## src/rtl/fetch_align.sv

```systemverilog
// Instruction fetch aligner: issues word fetches, queues halfwords, and presents
// each instruction as one 32-bit parcel with its PC. Optional counters under FETCH_ALIGN_PERF_EN.
module fetch_align #(
    parameter int unsigned       XLEN            = 64,
    parameter logic [XLEN-1:0]   RESET_PC        = '0,
    parameter int unsigned       MAX_OUTSTANDING = 2
) (
    input  logic            clk,
    input  logic            rst_n,
    output logic            req_valid,
    input  logic            req_ready,
    output logic [XLEN-1:0] req_addr,
    input  logic            rsp_valid,
    input  logic [31:0]     rsp_data,
    input  logic            flush,
    input  logic [XLEN-1:0] flush_pc,
    output logic            instr_valid,
    input  logic            instr_ready,
    output logic [31:0]     instr_data,
    output logic [XLEN-1:0] instr_pc
`ifdef FETCH_ALIGN_PERF_EN
    ,
    output logic [31:0]     perf_c_cnt,
    output logic [31:0]     perf_i_cnt
`endif
);

    localparam int unsigned QDEPTH  = 6;
    localparam logic [1:0]  MAX_OUT = 2'(MAX_OUTSTANDING);

    logic [15:0]     q_q [QDEPTH];
    logic [15:0]     q_d [QDEPTH];
    logic [15:0]     ext [8];
    logic [2:0]      cnt_q, cnt_d;
    logic [1:0]      out_q, out_d;
    logic [1:0]      drop_q, drop_d;
    logic            skip_q, skip_d;
    logic            run_q;
    logic [XLEN-1:0] addr_q, addr_d;
    logic [XLEN-1:0] pc_q, pc_d;

    logic [15:0]     head_hw, next_hw;
    logic            is_c;
    logic [3:0]      occ;
    logic            req_fire, consume;
    logic [1:0]      pop_n, push_n;
    logic            rsp_keep;
    logic [15:0]     push_lo, push_hi;
    logic [2:0]      base;
    logic [3:0]      cnt_sum;
    logic [2:0]      sidx;
    logic            unused_flush_lsb;

    assign unused_flush_lsb = flush_pc[0];

    assign head_hw    = (cnt_q != 3'd0) ? q_q[0] : 16'h0;
    assign next_hw    = (cnt_q >= 3'd2) ? q_q[1] : 16'h0;
    assign is_c       = (head_hw[1:0] != 2'b11);
    assign instr_data = {next_hw, head_hw};
    assign instr_pc   = pc_q;
    assign req_addr   = addr_q;

    // Outstanding requests reserve two queue slots each so responses can never overflow.
    assign occ         = {1'b0, cnt_q} + {1'b0, out_q, 1'b0};
    assign req_valid   = run_q && !flush && (out_q < MAX_OUT) && (occ <= 4'd4);
    assign instr_valid = !flush && ((cnt_q >= 3'd2) || ((cnt_q == 3'd1) && is_c));

    assign req_fire = req_valid && req_ready;
    assign consume  = instr_valid && instr_ready;
    assign pop_n    = !consume ? 2'd0 : (is_c ? 2'd1 : 2'd2);

    assign rsp_keep = rsp_valid && (drop_q == 2'd0);
    assign push_n   = !rsp_keep ? 2'd0 : (skip_q ? 2'd1 : 2'd2);
    assign push_lo  = skip_q ? rsp_data[31:16] : rsp_data[15:0];
    assign push_hi  = rsp_data[31:16];

    assign base    = cnt_q - {1'b0, pop_n};
    assign cnt_sum = {1'b0, base} + {2'b00, push_n};

    always_comb begin
        sidx = '0;
        for (int i = 0; i < QDEPTH; i++) begin
            ext[i] = q_q[i];
        end
        ext[6] = '0;
        ext[7] = '0;
        for (int i = 0; i < QDEPTH; i++) begin
            sidx   = 3'(i) + {1'b0, pop_n};
            q_d[i] = (sidx < cnt_q) ? ext[sidx] : 16'h0;
            if ((push_n != 2'd0) && (3'(i) == base)) begin
                q_d[i] = push_lo;
            end
            if ((push_n == 2'd2) && (3'(i) == base + 3'd1)) begin
                q_d[i] = push_hi;
            end
        end
    end

    always_comb begin
        cnt_d  = cnt_sum[2:0];
        out_d  = out_q + {1'b0, req_fire} - {1'b0, rsp_valid};
        drop_d = drop_q;
        skip_d = skip_q;
        addr_d = addr_q;
        pc_d   = pc_q;
        if (flush) begin
            // Every request still in flight is stale; that count already includes earlier stale ones.
            cnt_d  = 3'd0;
            drop_d = out_q - {1'b0, rsp_valid};
            skip_d = flush_pc[1];
            addr_d = {flush_pc[XLEN-1:2], 2'b00};
            pc_d   = {flush_pc[XLEN-1:1], 1'b0};
        end else begin
            if (rsp_valid && (drop_q != 2'd0)) begin
                drop_d = drop_q - 2'd1;
            end
            if (rsp_keep && skip_q) begin
                skip_d = 1'b0;
            end
            if (req_fire) begin
                addr_d = addr_q + XLEN'(4);
            end
            if (consume) begin
                pc_d = pc_q + (is_c ? XLEN'(2) : XLEN'(4));
            end
        end
    end

    always_ff @(posedge clk or negedge rst_n) begin
        if (!rst_n) begin
            cnt_q  <= 3'd0;
            out_q  <= 2'd0;
            drop_q <= 2'd0;
            skip_q <= RESET_PC[1];
            run_q  <= 1'b0;
            addr_q <= {RESET_PC[XLEN-1:2], 2'b00};
            pc_q   <= RESET_PC;
        end else begin
            cnt_q  <= cnt_d;
            out_q  <= out_d;
            drop_q <= drop_d;
            skip_q <= skip_d;
            run_q  <= 1'b1;
            addr_q <= addr_d;
            pc_q   <= pc_d;
        end
    end

    // Queue storage carries no reset; occupancy is tracked by cnt_q alone.
    always_ff @(posedge clk) begin
        q_q <= q_d;
    end

`ifdef FETCH_ALIGN_PERF_EN
    logic [31:0] perf_c_q, perf_i_q;

    always_ff @(posedge clk or negedge rst_n) begin
        if (!rst_n) begin
            perf_c_q <= 32'd0;
            perf_i_q <= 32'd0;
        end else if (consume) begin
            if (is_c) begin
                perf_c_q <= perf_c_q + 32'd1;
            end else begin
                perf_i_q <= perf_i_q + 32'd1;
            end
        end
    end

    assign perf_c_cnt = perf_c_q;
    assign perf_i_cnt = perf_i_q;
`endif

    a_rsp_without_request: assert property (@(posedge clk) disable iff (!rst_n)
        !(rsp_valid && (out_q == 2'd0)));

    a_queue_no_overflow: assert property (@(posedge clk) disable iff (!rst_n)
        flush || (cnt_sum <= 4'd6));

endmodule
```

## config.mk

```make
export PLATFORM = sky130hd
export DESIGN_NAME = fetch_align
export DESIGN_NICKNAME = d
export VERILOG_FILES = /design/src/rtl/fetch_align.sv
export SDC_FILE = /design/constraint.sdc
export NUM_CORES = 1
export LEC_CHECK = 0
export CAP_MARGIN = 15
export CORE_MARGIN = 2
export CORE_UTILIZATION = 35
export DETAILED_ROUTE_END_ITERATION = 10
export SETUP_SLACK_MARGIN = 0.05
export SLEW_MARGIN = 20
export SYNTH_ARGS = -nofsm -noshare
export SYNTH_HDL_FRONTEND = slang
export SYNTH_SLANG_ARGS = --single-unit
```

## constraint.sdc

```tcl
create_clock -name clk -period 4.1 [get_ports clk]
set_input_delay 0.615 -clock clk [delete_from_list [all_inputs] [get_ports clk]]
set_output_delay 0.615 -clock clk [all_outputs]
set_load 0.05 [all_outputs]
```

### After elaboration in Yosys (flattened, before gate mapping)

Cells that the tools add are included.

* bits in registers: 233
* bits of input ports: 102
* output and inout bits: 162
* logic and storage cells: 149

* $add $sub $neg: 15
* magnitude comparators: 15
* equality and inequality tests: 13
* muxes and demuxes: 53
* bitwise gates (word level): 6
* reductions and logical operators: 34

Operators with widths (number)
* $mux W16: 33
* $bmux W16 S3: 6
* $mux W64: 4
* $add A64 B3 Y64: 1
* $add A64 B3 Y64 const B: 1
* $ge A4 B4 Y1 const B: 6
* $logic_and A1 B1 Y1: 22
* $not A3 Y4: 5
* $lt A3 B3 Y1: 5
* $eq A2 B3 Y1 const A: 4
* $eq A3 B3 Y1 const A: 4
* $mux W2: 6
* $reduce_bool A2 Y1: 6
* $add A2 B2 Y3 const A: 2
* $add A3 B2 Y3 const A: 2
* $eq A1 B3 Y1 const A: 2
* $logic_not A3 Y1: 2
* $mux W3: 2
* $add A3 B3 Y4: 1
* $le A4 B3 Y1 const B: 1
* $not A2 Y4: 1
* $sub A2 B1 Y2: 2
* $add A1 B2 Y3 const A: 1
* $add A3 B1 Y3 const B: 1
* other kinds (15): 16

### Logic depth before layout (Yosys ltp)

Gate-level depths: netlist (run 1).

* depth after elaboration: 16
* gate-level depth with buffers: 16

### Worst setup path before layout (run 1)

Ideal clock, no wire load.

* kind: input to register
* start point: input port flush
* end point: register q_q, in the netlist ext[69]
* setup time: 0.128 ns
* arrival time: 3.790 ns
* required time: 3.972 ns
* slack: 0.182 ns
* stages on the path: 16
* buffers on the path: 7
* path through: buf_2 > nand2b_1 > buf_2 > or3_1 > clkbuf_1 > buf_1 > ha_1 > buf_2 > inv_1 > nor4_2 > nor2b_1 > buf_2 > nor3_1 > o21ai_0 > clkbuf_1 > o21ai_0

RTL lines
* from (decl): RTL line 15 `input logic flush,`
* to (signal assigned): RTL line 151 `q_q <= q_d;`
* to (decl): RTL line 31 `logic [15:0] q_q [QDEPTH];`

### Final worst setup path (run 1)

* start point: register cnt_q[1]
* end point: output port req_valid

* cells in the longest elaborated chain, start to end: 3

RTL lines
* from (decl): RTL line 34 `logic [2:0] cnt_q, cnt_d;`
* from (signal assigned): RTL line 139 `cnt_q <= cnt_d;`
* $add A3 B3 Y4: RTL line 64 `assign occ = {1'b0, cnt_q} + {1'b0, out_q, 1'b0};`
* $le A4 B3 Y1: RTL line 65 `assign req_valid = run_q && !flush && (out_q < MAX_OUT) && (occ <= 4'd4);`
* $logic_and A1 B1 Y1: RTL line 65
* to (decl): RTL line 10 `output logic req_valid,`

Every way passes these cells.

==> results of run 1 <==
## synth_stat cells, drive strengths merged (4+ instances only)
| library cell | count |
|---|---|
| a21o | 5 |
| a21oi | 35 |
| a221o | 17 |
| a22oi | 50 |
| a311o | 16 |
| a31oi | 41 |
| and2 | 12 |
| and3 | 28 |
| and4 | 12 |
| buf | 43 |
| clkbuf | 82 |
| dfrtp | 134 |
| dfxtp | 96 |
| fa | 5 |
| ha | 18 |
| inv | 31 |
| mux2 | 22 |
| mux2i | 99 |
| nand2 | 264 |
| nand2b | 8 |
| nand3 | 78 |
| nand4 | 34 |
| nor2 | 159 |
| nor2b | 37 |
| nor3 | 23 |
| nor4 | 17 |
| o211ai | 69 |
| o21a | 18 |
| o21ai | 81 |
| o221ai | 18 |
| o22ai | 16 |
| o311ai | 52 |
| o31ai | 4 |
| or2 | 9 |
| or3 | 17 |
| or4 | 15 |
| xnor2 | 15 |
| xor2 | 12 |
## flip-flops by register name, indices dropped and copies added (netlist names)
name      flops
run_q         1
cnt_q         3
skip_q        1
ext          96
out_q         2
req_addr     62
drop_q        2
instr_pc     63
## final cells by class
| type | count | share of cell area, % |
|---|---|---|
| clock buffers | 42 | 4.54 |
| clock inverters | 11 | 0.572 |
| inverters | 31 | 0.626 |
| multi-input cells | 1338 | 45.6 |
| flip-flops and latches | 230 | 28.4 |
| well taps | 532 | 3.58 |
| repair buffers | 317 | 16.7 |
## kinds of logic after synthesis
kind of cell	after synthesis	synth area share (%)
compound gates	445	22.2
xor+xnor	27	1.70
mux	121	8.63
simple gates	717	24.0
other cells	2	0.0523
fa+ha+maj	23	2.27
flops	230	36.8
buf+inv	156	4.40
## final timing paths
check                                    startpoint                        to  slack (ns)  depth (start not counted)
min                                           rst_n  req_addr[56]$_DFFE_PN0N_        0.11                          1
max in group asynchronous                     rst_n  req_addr[23]$_DFFE_PN0N_        3.23                          2
max reg2reg                      cnt_q[2]$_DFF_PN0_  instr_pc[43]$_DFFE_PN0N_        0.49                         10
min in group clk           req_addr[63]$_DFFE_PN0N_  req_addr[63]$_DFFE_PN0N_        0.52                          1
max                              cnt_q[1]$_DFF_PN0_                 req_valid        0.48                          5
min reg2reg                req_addr[63]$_DFFE_PN0N_  req_addr[63]$_DFFE_PN0N_        0.52                          1
## layout by cell type, fill, tap and decap left out, drive strengths merged, types with 28 or more instances in the layout
cell             n
nand4           34
a21oi           35
dfrtp          134
clkdlybuf4s50  257
and3            28
o211ai          69
mux2i           99
nor2b           37
a31oi           41
clkbuf          42
a22oi           50
dfxtp           96
nand2          264
inv             30
o21ai           81
buf             60
nor2           159
o311ai          52
nand3           78
## metal layers
layer	track usage [%]	vias up	part of all wire, %	wire (um)
met3	4.21	138	9.1	5230
met5	0	-	0	0
met4	9.90	0	3.6	2040
li1	-	6872	-	-
met1	36.0	7183	42	24000
met2	41.0	774	45	25900
## critical path, cell delays in order (launching register included)
cell,delay [ns]
dfrtp_1,0.47
ha_1,0.26
fa_1,0.36
nor4b_1,0.29
and2_1,0.18
clkdlybuf4s50_1,0.88
## through the flow
stage	std cells	worst slack, ns	hold slack (ns)
after global placement	2448	0.223	0.509
after CTS	2501	0.467	0.145
after detailed placement	2448	0.185	0.517
after global routing	2501	0.213	0.158
final	2501	0.484	0.111
after floorplan	1724	0.182	0.319
## power by group through the flow
stage / sequential, mW / clock [mW] / combinational [mW]
after floorplan: 3.54 / 0 / 2.27
final: 3.17 / 2.60 / 4.43
after global placement: 3.18 / 0 / 4.31
after global routing: 3.23 / 2.70 / 4.70
after CTS: 3.15 / 2.62 / 4.38
after detailed placement: 3.19 / 0 / 4.36
==> metrics.txt, run 1 <==
DRT Pass-1 Iters 5; crit path capture type output pin; Reg area 0.00528 mm2; Initial Utilization 35.3%; Worst Skew 0.00807 ns; cts hold-fix bufs 0; slew margin rel. 22.7%; status finished clean; Post-CTS Setup Repair Bufs 0; DRC viols 0; flops & latches, synth 230; RSZ-0062 raised after global routing false; first-pass GRT wire length 86.0 mm; setup TNS 0 ns; Crit Path Class flip-flop to output pin; Setup Viol. Count Final 0; Main synth FF type dfrtp_1; vias in the first global route 14130; clk sinks 230; worst-skew pair later-pin latency 0.56 ns; Area growth syn-to-layout 29.6%; antenna-violating nets left 0; CTS resizes 0; Nets 2072; Finished Cell Area about 0.019 mm2; worst slew pin tran between 1 and 1.5 ns; Num CTS Buffers 29; Die Height 206 um; Post-Route WL 57.2 mm; fin crit share 88.2%; pin count of the biggest net entering global routing 82; Gate power share 43.5%; final core utilization 45.8%; type of the worst min-delay path input pin to asynchronous set/reset pin; initial antenna violation count 0; Critical Path AT ~3 ns; Reg power frac between 30% and 40%; Vias 14967; Syn Area/Cell 8.34 um2; top post-synthesis cells by area dfrtp_1, dfxtp_1, mux2i_1; Vias per Instance roughly 6.0; PortBufs ~260; Worst Path Max Fanout 6; area of placed instances 0.0176 mm2; routability cong. 0.949; switching pwr ~4.4 mW; Pleak 6.78 nW; fraction of power spent switching nets 43.4%; Site Rows 74; CTS tree built; Int Power a little under 6 mW; clock power share 25.5%; CTS Root Cell clkbuf_16; max-slew violations 0; IO Count 264; ys async rst share 58.3%; fraction of layout cells with a size suffix above 1 8.23%; htree depth 1; Pwr Total 10.2 mW; critical path startpoint category flip-flop; Cell Pwr Density around 550 mW/mm2; Max Buffers Root-to-Sink 3; number of max-cap violations 0; post-layout min period 3.62 ns; fill count 3983; Worst Path Required 3.48 ns; Max Clk Rate roughly 280 MHz; total track usage 26.1%; VDD IR max about 0.35 mV; full die area 0.0426 mm2; n_diodes 0; clock slew at reported path FFs 0.06 ns; DR iter-0 viols 1479; area of the multi-input gates roughly 0.0085 mm2; Mapped Cells 1721; Cell Area, Synth 0.0143 mm2; share of the synthesized area in the top cell type 23.4%; total grt overflow 0; Synth area leader dfrtp_1; sequential-to-total area share from yosys stat a little under two fifths; Core Region a little over 0.04 mm2; Hold Fails Final Rpt 0; count of cell types in the netlist 74; number of synthesized flops with an enable pin 0; drt wl/cell approximately 23 um; Yosys warning count 0; Die Wd 206 um; hpwl dp ~40 mm
Note: power is estimated with default switching activity, not from simulation.
==> inputs of run 2 (changes only) <==
- ABC_AREA: unset -> 1
- CORE_UTILIZATION: 35 -> 56
- PLACE_DENSITY: unset -> 0.83
==> run 2 against run 1 <==
Compared with the run above:
- final cell count grew 32%
- synthesized cell count rose by 55%
- core utilization up 25 points
- non-clock buffer count grew 2
- area after synthesis grew 18%
- register-to-register slack got worse by 0.11 ns
- count of clock-buffer cells in the layout decreased by 4
==> metrics.txt, run 2 <==
IO Count 264; Mapped Cells about 2700; max reg flops 96; Critical Path AT between 4 and 5 ns; vias in the first global route 19100; Synth area leader dfrtp_1; worst slew pin tran 1.07 ns; status finished clean; Crit Path Class flip-flop to flip-flop; Num CTS Buffers 28; top post-synthesis cells by area dfrtp_1, nand2_1, dfxtp_1; ys async rst share 58.3%; Setup Viol. Count Final 0; area of placed instances between 0.015 and 0.02 mm2; fill count roughly 2600; post-place setup slack 0.342 ns; Worst Path Max Fanout 15; final core utilization 70.4%; grt met1 use 56.3%; CTS tree built; Max Buffers Root-to-Sink 3; type of the worst min-delay path input pin to asynchronous set/reset pin; Worst Path Required ~4.6 ns; number of synthesized flops with an enable pin 0; setup TNS 0 ns; Hold Fails Final Rpt 0; count of cell types in the netlist 51; Vias per Instance around 6.1; Site Rows 63; Die Height 178 um; number of max-cap violations 0; worst-skew pair later-pin latency approximately 0.57 ns; Int Power roughly 6.2 mW; Commonest cells post-synth nand2_1, inv_1, nor2_1, nand3_1, dfrtp_1; Area growth syn-to-layout 23.6%; post-layout min period 3.72 ns; clock slew at reported path FFs 0.06 ns; Finished Cell Area 0.0209 mm2; Nets 3024; Crit. Startpoint cnt_q[2]$_DFF_PN0_; slowest CP cell dfrtp_1; DRC viols 0; worst reg2reg path startpoint cnt_q[2]$_DFF_PN0_; Core Region between 0.02 and 0.03 mm2; flops & latches, synth 230; Gate power share 49.2%; DR iter-0 viols approximately 2600; initial antenna violation count 0; total track usage 45.6%; hpwl dp 54.1 mm; Syn Area/Cell between 6 and 7 um2; RSZ-0062 raised after global routing false; Yosys warning count 0; slew margin rel. approximately 29%; total grt overflow 0; antenna-violating nets left 0; met3 Track Usage GR 9.25%; Vias about 20000; critical path startpoint category flip-flop; fraction of power spent switching nets 48.2%; Worst Skew 0.0235 ns; clk sinks between 200 and 250; drt wl/cell 22.2 um; switching pwr just under 6 mW; most frequent cells in the layout nand2_1, inv_1, nor2_1; Cell Area, Synth 0.0169 mm2; VDD IR max 0.366 mV; most common cell in the netlist nand2_1; CTS Root Cell clkbuf_16; full die area 0.0316 mm2; Main synth FF type dfrtp_1; first-pass GRT wire length roughly 110 mm; Cell Pwr Density 573 mW/mm2; Max Clk Rate 269 MHz; crit path capture type flip-flop; clock power share 22.5%; CP peak stage delay 0.63 ns; setup ws final between 0.3 and 0.4 ns; gr busiest metal met2; Reg power frac 28.2%; commonest non-fill, non-tap cell in the layout nand2_1; CP Cell Sequence nor2_8 > nand2_1 > nand3_2 > inv_2 > nor2_8 > nand2_1 > inv_1 > fa_1 > or2_1 > nand2_4 > nand2_1 > nor2_1 > inv_1 > o21ai_0 > inv_1 > a21oi_1; max-slew violations 0; Die Wd 178 um; fraction of layout cells with a size suffix above 1 between 4 and 5%; cts hold-fix bufs 0; routability cong. 1.04; GRT met2 Usage 69.4%; pin count of the biggest net entering global routing 106; sequential-to-total area share from yosys stat 31.2%; Post-Route WL 73.6 mm; htree depth 1; PortBufs 259; share of the synthesized area in the top cell type 19.8%; fin crit share 90.7%; DRT Pass-1 Iters 6; Initial Utilization 57.0%; Pleak between 9 and 10 nW
[run 2: changes by cell type after synthesis, sizes merged, moves of 89 or more]
cell   before  now
nor2      159  293
mux2i      99    0
nand2     264  758
inv        31  341
a21oi      35  124
nand3      78  275
[run 2: logic make-up after synthesis]
kind of cell	synth area share (%)
compound gates	13.5
xor+xnor	5.12
fa+ha+maj	1.92
buf+inv	11.0
flops	31.2
other cells	0.0444
simple gates	37.3
[run 2: metrics by stage]
| stage | hold WS (ns) | std cells | total power [mW] |
|---|---|---|---|
| after global routing | 0.280 | 3310 | 12.5 |
| after CTS | 0.228 | 3306 | 11.7 |
| after global placement | 0.520 | 3255 | 8.90 |
| final | 0.193 | 3311 | 12.0 |
| after floorplan | 0.319 | 2670 | 7.06 |
| after detailed placement | 0.540 | 3255 | 9.06 |
[run 2: layout make-up]
| type | instances | area, um2 | area share [%] |
|---|---|---|---|
| Inverter | 345 | 1300 | 6.21 |
| Clock buffer | 38 | 821 | 3.92 |
| Multi-Input combinational cell | 1975 | 9810 | 46.9 |
| Sequential cell | 230 | 5280 | 25.2 |
| Timing Repair Buffer | 319 | 3060 | 14.6 |
| Clock inverter | 13 | 164 | 0.783 |
| Antenna cell | 1 | 2.50 | 0.0120 |
| Tap cell | 390 | 488 | 2.33 |
[run 2: worst max-delay path: cells and delay by family (launching register included)]
family	cells	cell delay, ns
AOI/OAI and AO/OA	2	0.48
and+or+nand+nor	9	1.26
DFF	1	0.63
buffers and inverters	4	0.87
adders and majority gates	1	0.38
[run 2: power by group through the flow]
stage	clock, mW	sequential [mW]	combinational [mW]
6_report	2.70	3.38	5.91
4_1_cts	2.69	3.36	5.70
3_3_place_gp	0	3.38	5.52
3_5_place_dp	0	3.40	5.66
2_1_floorplan	0	4.04	3.02
5_1_grt	2.78	3.43	6.27
[run 2: worst paths after layout]
kind	slack [ns]	depth (start not counted)	end
hold reg to reg	0.57	2	instr_pc[63]$_DFFE_PN0N_
setup reg to reg	0.38	16	ext[76]$_DFF_P_
hold / removal	0.19	1	req_addr[19]$_DFFE_PN0N_
setup / recovery	0.38	16	ext[76]$_DFF_P_
min in group clk	0.57	2	instr_pc[63]$_DFFE_PN0N_
max in group asynchronous	3.03	2	instr_pc[49]$_DFFE_PN0N_
[run 2: routing by layer]
layer	share of wire, %	vias up
met5	0	-
met4	9.4	0
met3	12	445
met2	43	1563
met1	36	9242
li1	-	9104
[run 2: repair_timing]
item	in CTS	in global routing
buffers inserted	0	4
setup endpoints to repair	0	4
resized for setup	0	1
